`config.mk`:
```
export PLATFORM = sky130hd
export DESIGN_NAME = vscale_fetch_queue_flat
export DESIGN_NICKNAME = d
export VERILOG_FILES = /design/src/rtl/vscale_fetch_queue_pkg.sv /design/src/rtl/vscale_fetch_queue_if.sv /design/src/rtl/vscale_fetch_fifo.sv /design/src/rtl/vscale_fetch_queue.sv /design/src/flat_wrapper.sv
export SDC_FILE = /design/constraint.sdc
export NUM_CORES = 1
export LEC_CHECK = 0
export BUFFER_PORTS_ARGS = -buffer_cell sky130_fd_sc_hd__buf_2
export CAP_MARGIN = 15
export CORE_ASPECT_RATIO = 1.25
export CORE_UTILIZATION = 36
export CTS_CLUSTER_DIAMETER = 120
export DETAILED_ROUTE_END_ITERATION = 6
export GPL_ROUTABILITY_DRIVEN = 0
export MAX_ROUTING_LAYER = met4
export PLACE_DENSITY = 0.52
export RECOVER_POWER = 50
export SKIP_CTS_REPAIR_TIMING = 1
export SYNTH_ARGS = -nofsm -noshare
export SYNTH_HDL_FRONTEND = slang
export SYNTH_SLANG_ARGS = --single-unit
```
`constraint.sdc`:
```
create_clock -name clk -period 3.1 [get_ports clk]
set_input_delay 0.465 -clock clk [delete_from_list [all_inputs] [get_ports clk]]
set_output_delay 0.465 -clock clk [all_outputs]
set_load 0.1 [all_outputs]
```
`src/rtl/vscale_fetch_queue_pkg.sv`:
```
// Shared constants and the fetch-queue entry layout for the vscale IF stage.
package vscale_fetch_queue_pkg;

  localparam int unsigned XPR_LEN    = 32;
  localparam int unsigned INST_WIDTH = 32;

  // addi x0, x0, 0
  localparam logic [INST_WIDTH-1:0] RV32_NOP = 32'h0000_0013;

  // One buffered fetch result: 65 bits (inst, pc, bad).
  typedef struct packed {
    logic [INST_WIDTH-1:0] inst;
    logic [XPR_LEN-1:0]    pc;
    logic                  bad;
  } fq_entry_t;

  localparam int unsigned EntryW = $bits(fq_entry_t);

  function automatic logic [XPR_LEN-1:0] word_align(input logic [XPR_LEN-1:0] a);
    return {a[XPR_LEN-1:2], 2'b00};
  endfunction

endpackage

```
`src/rtl/vscale_fetch_queue_if.sv`:
```
// Instruction-memory request/response bus between the fetch queue and imem.
interface vscale_fetch_queue_if;
  import vscale_fetch_queue_pkg::*;

  logic                  req_valid;
  logic                  req_ready;
  logic [XPR_LEN-1:0]    addr;
  logic                  resp_valid;
  logic [INST_WIDTH-1:0] resp_data;
  logic                  resp_badmem;

  modport master (
    output req_valid, addr,
    input  req_ready, resp_valid, resp_data, resp_badmem
  );

  modport slave (
    input  req_valid, addr,
    output req_ready, resp_valid, resp_data, resp_badmem
  );

endinterface

```
`src/rtl/vscale_fetch_fifo.sv`:
```
// Generic synchronous FIFO with flush. A push in the flush cycle lands as the sole entry.
module vscale_fetch_fifo #(
  parameter int unsigned WIDTH = 32,
  parameter int unsigned DEPTH = 2,
  localparam int unsigned AW = (DEPTH > 1) ? $clog2(DEPTH) : 1,
  localparam int unsigned CW = $clog2(DEPTH + 1)
) (
  input  logic             clk_i,
  input  logic             rst_ni,
  input  logic             flush_i,
  input  logic             push_i,
  input  logic [WIDTH-1:0] wdata_i,
  input  logic             pop_i,
  output logic [WIDTH-1:0] rdata_o,
  output logic             full_o,
  output logic             empty_o,
  output logic [CW-1:0]    count_o
);

  logic [WIDTH-1:0] mem_q [DEPTH];
  logic [WIDTH-1:0] mem_d [DEPTH];
  logic [AW-1:0]    rd_q, rd_d, wr_q, wr_d;
  logic [CW-1:0]    cnt_q, cnt_d;
  logic             do_push, do_pop;

  function automatic logic [AW-1:0] ptr_inc(input logic [AW-1:0] p);
    return (p == AW'(DEPTH - 1)) ? '0 : p + AW'(1);
  endfunction

  assign empty_o = (cnt_q == '0);
  assign full_o  = (cnt_q == CW'(DEPTH));
  assign count_o = cnt_q;
  assign rdata_o = mem_q[rd_q];

  // Pointer, count and storage next-state; flush wins over a same-cycle pop.
  always_comb begin
    mem_d   = mem_q;
    rd_d    = rd_q;
    wr_d    = wr_q;
    cnt_d   = cnt_q;
    do_push = push_i && (!full_o || pop_i);
    do_pop  = pop_i && !empty_o;
    if (flush_i) begin
      rd_d  = '0;
      wr_d  = push_i ? ptr_inc('0) : '0;
      cnt_d = push_i ? CW'(1) : '0;
      if (push_i) mem_d[0] = wdata_i;
    end else begin
      if (do_push) begin
        mem_d[wr_q] = wdata_i;
        wr_d        = ptr_inc(wr_q);
      end
      if (do_pop) rd_d = ptr_inc(rd_q);
      cnt_d = cnt_q + CW'(do_push) - CW'(do_pop);
    end
  end

  // State registers.
  always_ff @(posedge clk_i or negedge rst_ni) begin
    if (!rst_ni) begin
      for (int i = 0; i < int'(DEPTH); i++) mem_q[i] <= '0;
      rd_q  <= '0;
      wr_q  <= '0;
      cnt_q <= '0;
    end else begin
      mem_q <= mem_d;
      rd_q  <= rd_d;
      wr_q  <= wr_d;
      cnt_q <= cnt_d;
    end
  end

  // Upstream credit logic must never push into a full FIFO without a pop.
  assert property (@(posedge clk_i) disable iff (!rst_ni)
                   !(push_i && full_o && !pop_i && !flush_i));

endmodule

```
`src/rtl/vscale_fetch_queue.sv`:
```
// vscale IF stage: sequential imem fetch, in-order response queue, redirect flush.
module vscale_fetch_queue
  import vscale_fetch_queue_pkg::*;
#(
  parameter int unsigned        DEPTH    = 2,
  parameter logic [XPR_LEN-1:0] RESET_PC = 32'h200
) (
  input  logic                  clk,
  input  logic                  reset_n,
  input  logic                  redirect,
  input  logic [XPR_LEN-1:0]    redirect_pc,
  input  logic                  deq_ready,
  vscale_fetch_queue_if.master  imem,
  output logic [INST_WIDTH-1:0] inst_DX,
  output logic [XPR_LEN-1:0]    PC_DX,
  output logic                  imem_wait,
  output logic                  imem_badmem_e
);

  localparam int unsigned CW     = $clog2(DEPTH + 1);
  localparam logic [CW:0] DepthW = (CW + 1)'(DEPTH);

  logic [XPR_LEN-1:0] fetch_pc_q, fetch_pc_d;
  logic [CW-1:0]      live_q, live_d, drop_q, drop_d;
  logic               halted_q, halted_d;

  logic [CW-1:0]      occ, pcq_cnt, inflight;
  logic               q_empty, q_full, pcq_empty, pcq_full;
  logic               q_push, q_pop;
  fq_entry_t          q_wdata, q_head;
  logic [XPR_LEN-1:0] pc_head;
  logic               misalign, req_ok, req_fire, resp_live, resp_drop;
  logic               unused_status;

  assign unused_status = ^{q_full, pcq_full, pcq_empty, pcq_cnt};

  // Credit check, handshake decode and queue push/pop selection.
  always_comb begin
    misalign  = (redirect_pc[1:0] != 2'b00);
    // reset_n gating keeps the request low while reset is held
    req_ok    = reset_n && !halted_q && !redirect
                && (({1'b0, occ} + {1'b0, live_q}) < DepthW)
                && (({1'b0, live_q} + {1'b0, drop_q}) < DepthW);
    req_fire  = req_ok && imem.req_ready;
    resp_live = imem.resp_valid && (drop_q == '0) && !redirect;
    resp_drop = imem.resp_valid && (drop_q != '0) && !redirect;
    q_pop     = deq_ready && !q_empty && !redirect;
    q_push    = redirect ? misalign : resp_live;
    if (redirect) begin
      // misaligned target becomes a faulting entry instead of a fetch
      q_wdata.inst = RV32_NOP;
      q_wdata.pc   = redirect_pc;
      q_wdata.bad  = 1'b1;
    end else begin
      q_wdata.inst = imem.resp_data;
      q_wdata.pc   = pc_head;
      q_wdata.bad  = imem.resp_badmem;
    end
  end

  // Fetch PC, outstanding/drop counters and halt flag next-state.
  always_comb begin
    fetch_pc_d = fetch_pc_q;
    live_d     = live_q;
    drop_d     = drop_q;
    halted_d   = halted_q;
    inflight   = live_q + drop_q;
    if (redirect) begin
      fetch_pc_d = redirect_pc;
      live_d     = '0;
      halted_d   = misalign;
      // a response arriving now belongs to the oldest request and is discarded
      if (imem.resp_valid && (inflight != '0)) inflight = inflight - CW'(1);
      drop_d = inflight;
    end else begin
      if (req_fire) fetch_pc_d = fetch_pc_q + 32'd4;
      live_d = live_q + CW'(req_fire) - CW'(resp_live);
      if (resp_drop) drop_d = drop_q - CW'(1);
      if (resp_live && imem.resp_badmem) halted_d = 1'b1;
    end
  end

  // State registers.
  always_ff @(posedge clk or negedge reset_n) begin
    if (!reset_n) begin
      fetch_pc_q <= RESET_PC;
      live_q     <= '0;
      drop_q     <= '0;
      halted_q   <= 1'b0;
    end else begin
      fetch_pc_q <= fetch_pc_d;
      live_q     <= live_d;
      drop_q     <= drop_d;
      halted_q   <= halted_d;
    end
  end

  vscale_fetch_fifo #(
    .WIDTH (EntryW),
    .DEPTH (DEPTH)
  ) u_entry_q (
    .clk_i   (clk),
    .rst_ni  (reset_n),
    .flush_i (redirect),
    .push_i  (q_push),
    .wdata_i (q_wdata),
    .pop_i   (q_pop),
    .rdata_o (q_head),
    .full_o  (q_full),
    .empty_o (q_empty),
    .count_o (occ)
  );

  // PCs of live requests, oldest first; dropped responses never touch it.
  vscale_fetch_fifo #(
    .WIDTH (XPR_LEN),
    .DEPTH (DEPTH)
  ) u_pc_q (
    .clk_i   (clk),
    .rst_ni  (reset_n),
    .flush_i (redirect),
    .push_i  (req_fire),
    .wdata_i (fetch_pc_q),
    .pop_i   (resp_live),
    .rdata_o (pc_head),
    .full_o  (pcq_full),
    .empty_o (pcq_empty),
    .count_o (pcq_cnt)
  );

  assign imem.req_valid = req_ok;
  assign imem.addr      = word_align(fetch_pc_q);
  assign imem_wait      = q_empty;
  assign inst_DX        = q_empty ? RV32_NOP : q_head.inst;
  assign PC_DX          = q_empty ? fetch_pc_q : q_head.pc;
  assign imem_badmem_e  = !q_empty && q_head.bad;

endmodule
```
`src/flat_wrapper.sv`:
```
// flat-port wrapper written by rule: the top's interface ports become plain ports
module vscale_fetch_queue_flat import vscale_fetch_queue_pkg::*;
#(
  parameter int unsigned        DEPTH    = 2,
  parameter logic [XPR_LEN-1:0] RESET_PC = 32'h200
)
  (clk, reset_n, redirect, redirect_pc, deq_ready, inst_DX, PC_DX, imem_wait, imem_badmem_e, imem_req_valid, imem_addr, imem_req_ready, imem_resp_valid, imem_resp_data, imem_resp_badmem);
  vscale_fetch_queue_if imem_i ();
  input  logic clk;
  input  logic reset_n;
  input  logic redirect;
  input  logic [XPR_LEN-1:0] redirect_pc;
  input  logic deq_ready;
  output logic [INST_WIDTH-1:0] inst_DX;
  output logic [XPR_LEN-1:0] PC_DX;
  output logic imem_wait;
  output logic imem_badmem_e;
  output wire logic [$bits(imem_i.req_valid)-1:0] imem_req_valid;
  output wire logic [$bits(imem_i.addr)-1:0] imem_addr;
  input wire logic [$bits(imem_i.req_ready)-1:0] imem_req_ready;
  input wire logic [$bits(imem_i.resp_valid)-1:0] imem_resp_valid;
  input wire logic [$bits(imem_i.resp_data)-1:0] imem_resp_data;
  input wire logic [$bits(imem_i.resp_badmem)-1:0] imem_resp_badmem;
  assign imem_req_valid = imem_i.req_valid;
  assign imem_addr = imem_i.addr;
  assign imem_i.req_ready = imem_req_ready;
  assign imem_i.resp_valid = imem_resp_valid;
  assign imem_i.resp_data = imem_resp_data;
  assign imem_i.resp_badmem = imem_resp_badmem;
  vscale_fetch_queue #(.DEPTH(DEPTH), .RESET_PC(RESET_PC)) u_core (.clk(clk), .reset_n(reset_n), .redirect(redirect), .redirect_pc(redirect_pc), .deq_ready(deq_ready), .imem(imem_i), .inst_DX(inst_DX), .PC_DX(PC_DX), .imem_wait(imem_wait), .imem_badmem_e(imem_badmem_e));
endmodule
```
# Word level (Yosys, flattened, before mapping)
# Index checks and enable logic that the tools add are counted.
# classes
bitwise	5
magnitude_cmp	8
add_sub_neg	16
mux	48
eq_ne	4
n_reduce_logical	45
# op_table
operator	n
$mux 65	7
$mux 32	10
$bwmux 130	1
$mux 130	1
$demux 65 s1	1
$bwmux 64	1
$mux 64	1
$add 32x3->32 const B	1
$demux 32 s1	1
$logic_and 1x1->1	20
$reduce_bool 2->1	10
$mux 1	19
$mux 2	6
$ge 2x2->1 const B	4
$not 1->2	4
$reduce_and 2->1	4
$add 2x1->2	3
$add 2x2->3	2
$logic_not 1->1	6
$logic_not 2->1	3
$lt 3x2->1 const B	2
$sub 2x1->2	3
$add 1x1->1 const B	4
$eq 2x2->1 const B	2
other kinds (6)	10
# totals
out_inout_bits	99
wordCells	140
inputBits	71
ff_bits	239

# Depth between registers and ports, before layout
# depth
ltp_word	10
mapped_depth	12
depth_no_buf	11

# Cells and area by module
# Synthesis repeated with hierarchy kept, for this count alone.
# hier_totals
cells_unflattened	1039
area_unflattened_um2	12937.4
# modules_own_cells
module	n_inst	cells_each	area_per_inst_um2	seq_area_each_um2
vscale_fetch_fifo (u_core.u_entry_q)	1	369	6095.8	3353.2
vscale_fetch_queue	1	476	3679.8	927.1
vscale_fetch_fifo (u_core.u_pc_q)	1	194	3161.8	1701.6

# Least setup slack after synthesis
# Ideal clock, no wire load.
# synth_path
kind	flip-flop to output port
startpoint	register u_core.u_entry_q.rd_q
endpoint	output PC_DX[19]
setup_slack_ns	-0.901
t_arrival_ns	3.536
required_ns	2.635
path_stages_with_launch	6
path_buffers	3
path_cell_list	dfrtp_1 clkbuf_1 clkbuf_1 buf_1 mux2i_1 o21ai_0
# synth_via
elab_chain_cells	5
# synth_rtl
item	line	rtl
start, declared	vscale_fetch_fifo.sv:22	logic [AW-1:0] rd_q, rd_d, wr_q, wr_d;
start signal, assigned	vscale_fetch_fifo.sv:67	rd_q <= rd_d;
$not 1->2 (not written as such)	vscale_fetch_fifo.sv:33	assign rdata_o = mem_q[rd_q];
$mux 65 (not written as such) (3 in series)	vscale_fetch_fifo.sv:33	
$mux 32	vscale_fetch_queue.sv:135	assign PC_DX = q_empty ? fetch_pc_q : q_head.pc;
end, declared	flat_wrapper.sv:15	output logic [XPR_LEN-1:0] PC_DX;
# No other way between the ends. The select of a mux whose other input is x is not followed.

# Worst setup path in the final report
# layout_path
startpoint	register u_core.u_entry_q.cnt_q[1], in the netlist u_core.u_entry_q.count_o[1]
endpoint	output PC_DX[21]
# layout_via
elab_chain_cells	2
# layout_rtl
item	line	rtl
start, declared	vscale_fetch_fifo.sv:23	logic [CW-1:0] cnt_q, cnt_d;
start signal, assigned	vscale_fetch_fifo.sv:69	cnt_q <= cnt_d;
$logic_not 2->1	vscale_fetch_fifo.sv:30	assign empty_o = (cnt_q == '0);
$mux 32	vscale_fetch_queue.sv:135	
# No other way between the ends.

==> impl_results.md <==
- Outcome: finished with violations
- Violated checks: capacitance limit, slew limit
- Final core utilization: 43.3%
- Register area share after synthesis: 50.9%
- Total wire length: 29.1 mm
- Root Buffer Master: clkbuf_16
- Synth cell types: 55
- WL met2: 14.2 mm
- Antenna viol nets, final: 0
- Initial Util: 36.8%
- Core Area: 32000 sq um
- Post-synthesis cell count: 1107
- Fin nets: 1300
- Slew Limit Headroom: -11.4%
- Area Overhead vs Synth: 17.8%
- Top cell type's share of synthesized area: 50.7%
- Ys Warns: 0
- Register bit total from synthesis: 239
- Die Y: 204 microns
- Setup_tns: 0 ns
- Pwr Density: 973 nW/um^2
- Largest cells by area after synthesis: dfrtp_1 51%, mux2i_1 8.4%, mux2_2 7.0%, o21ai_0 5.4%, nand2_1 5.0%
- Fmax achieved: 341 MHz
- Total gr overflow: 0
- Most common cell after layout, fill and taps aside: dfrtp_1
- Layout cell share with drive strength beyond 1: 30.3%
- Ys flop type: dfrtp_1
- Die W: 164 microns
- Reg clk slew, reported paths: 0.06 ns
- Crit-path max FO: 54
- Hold/Removal Path Class: input port to flip-flop
- Post-Syn Area per Cell: 10.6 sq um
- Max-slew violation count: 66
- Worst setup path category: flip-flop to output pin
- Asr flop ratio synth: 100%
- Vias in the first global route: 8350
- Final Cell Area: 13800 sq um
- Fill count: 3091
- 1st-pass router iterations: 4
- Fin crit period: 2.93 ns
- Clock Tree Buf Depth: 3
- CP Launch Type: flip-flop
- Rows: 73
- Fin crit share: 94.6%
- Ports: 170
- Gr usage total: 18.3%
- Pin count of the biggest net entering global routing: 166
- Initial antenna violation count: 0
- Synth area leader: dfrtp_1
- I/O Buffers: 167
- Met3 Wirelength: 1.33 mm
- DR WL/cell: 17.6 microns
- Vias: 8284
- Detailed router's first-iteration violation count: 372
- Most frequent cells in the layout: 236 x dfrtp_1, 158 x buf_2, 157 x nand2_1
- Final setup vio count: 0
- CP arrival: 2.47 ns
- TritonCTS clock tree: yes
- RSZ-0062 raised after global routing: false
- Max_cap viols: 1
- DRT met1 WL: 13.1 mm
- Mapped Area: 11800 sq um
- DRC Markers: 0
- Placement Cell Area: 13000 sq um
- Highest routed layer: met4
- Final Hold Fails: 0
- VDD IR max: 0.000815 V
- Skew final: 0.00772 ns
- Worst-Skew Late Latency: 0.52 ns
- Slew @ Worst Pin: 1.67 ns
- N_diodes: 0
- Design Power: 13.5 mW
- Hold slack final: 0.177 ns
- CTS sink count: 239
- Detailed placement HPWL: 19.6 mm
- Post-synth EDFFs: 0
- Vias/cell: 5.02
- Die Area: 33400 sq um
- CP Capture Type: output pin
- TritonCTS buffer count: 26
- Worst Path Required: 2.63 ns
- # H-tree levels: 1
- P_leak: 6.46 nW
- First-pass GRT wire length: 46.8 mm
[state kept, by name, summed over array words and instances (netlist names)]
register / flops
u_core.drop_q: 2
u_core.fetch_pc_q: 32
u_core.halted_q: 1
u_core.live_q: 2
u_core.u_entry_q.count_o: 2
u_core.u_entry_q.mem_q: 130
u_core.u_entry_q.rd_q: 1
u_core.u_entry_q.wr_q: 1
u_core.u_pc_q.count_o: 2
u_core.u_pc_q.mem_q: 64
u_core.u_pc_q.rd_q: 1
u_core.u_pc_q.wr_q: 1
[logic make-up after synthesis]
logic type,after synthesis,share of synthesized area [%]
flip-flops,239,50.9
adder cells (fa/ha/maj),12,1.41
buffers and inverters,130,5.51
AO/OA/AOI/OAI,227,11.9
multiplexers,194,18.2
other,1,0.0319
AND/OR/NAND/NOR,292,11.1
XOR/XNOR,12,0.894
[synthesized netlist by cell type (2+ instances only)]
library cell  instances
a211oi_1              2
a21o_1                3
a21oi_1              12
a22o_1               29
a311o_1               2
a31oi_1               6
and3_1                4
buf_1                12
buf_2                 6
buf_4                34
buf_6                 3
clkbuf_1             56
clkbuf_2              2
dfrtp_1             238
fa_1                  2
ha_1                 10
inv_1                17
mux2_2               73
mux2_4               22
mux2i_1              99
nand2_1             157
nand2b_1              3
nand3_1              24
nand4_1              10
nor2_1               66
nor2b_1               2
nor3_1                7
nor3b_1               2
nor4_2                2
o211ai_1             10
o21a_1               22
o21ai_0             127
o311ai_0              9
or3_1                 3
xnor2_1               6
xor2_1                6
[per-stage QoR]
step | std cells | worst slack [ns]
after floorplan | 1108 | -0.152
after global placement | 1600 | 0.227
after CTS | 1648 | 0.0852
after detailed placement | 1600 | 0.179
final | 1649 | 0.167
after global routing | 1649 | 0.0277
[cell type report]
| class | instances | area, sq um | area share, % |
|---|---|---|---|
| well taps | 412 | 515 | 3.72 |
| multi-input cells | 739 | 5220 | 37.7 |
| inverters | 17 | 66.3 | 0.479 |
| repair buffers | 194 | 1190 | 8.62 |
| clock inverters | 9 | 72.6 | 0.524 |
| flip-flops and latches | 239 | 5990 | 43.3 |
| clock buffers | 39 | 791 | 5.71 |
[path summary, 6_finish.rpt]
kind | start | endpoint | slack, ns | cells after the start
worst min register to register | u_core.u_entry_q.mem_q[83] | u_core.u_entry_q.mem_q[83] | 0.48 | 2
min in group asynchronous | reset_n | u_core.u_entry_q.mem_q[10] | 0.33 | 2
max in group asynchronous | reset_n | u_core.u_entry_q.mem_q[42] | 0.94 | 3
worst max-delay path | u_core.u_entry_q.count_o[1] | PC_DX[21] | 0.17 | 6
worst min-delay path | imem_resp_data[20] | u_core.u_entry_q.mem_q[118] | 0.18 | 2
worst max register to register | u_core.drop_q[0] | u_core.u_pc_q.mem_q[27] | 0.18 | 7
[worst max-delay path: stages (launching register included)]
cell     delay (ns)
dfrtp_1        0.44
or2_2          0.40
inv_4          0.11
buf_12         0.30
nand2_1        0.12
o21ai_2        0.09
buf_2          0.44
[layer usage]
layer  GRT usage, %  vias to the layer above
met2           30.1                      153
met1           24.1                     4053
met3           2.64                       29
li1               -                     4049
met5              -                        -
met4           3.60                        0
[power breakdown]
group / total [mW] / leakage [nW] / internal (mW) / switching (mW)
Sequential: 4.34 / 3.10 / 3.86 / 0.477
Combinational: 6.00 / 2.93 / 1.41 / 4.59
Clock: 3.13 / 0.431 / 1.84 / 1.29
Power figures use the tool's default switching activity.
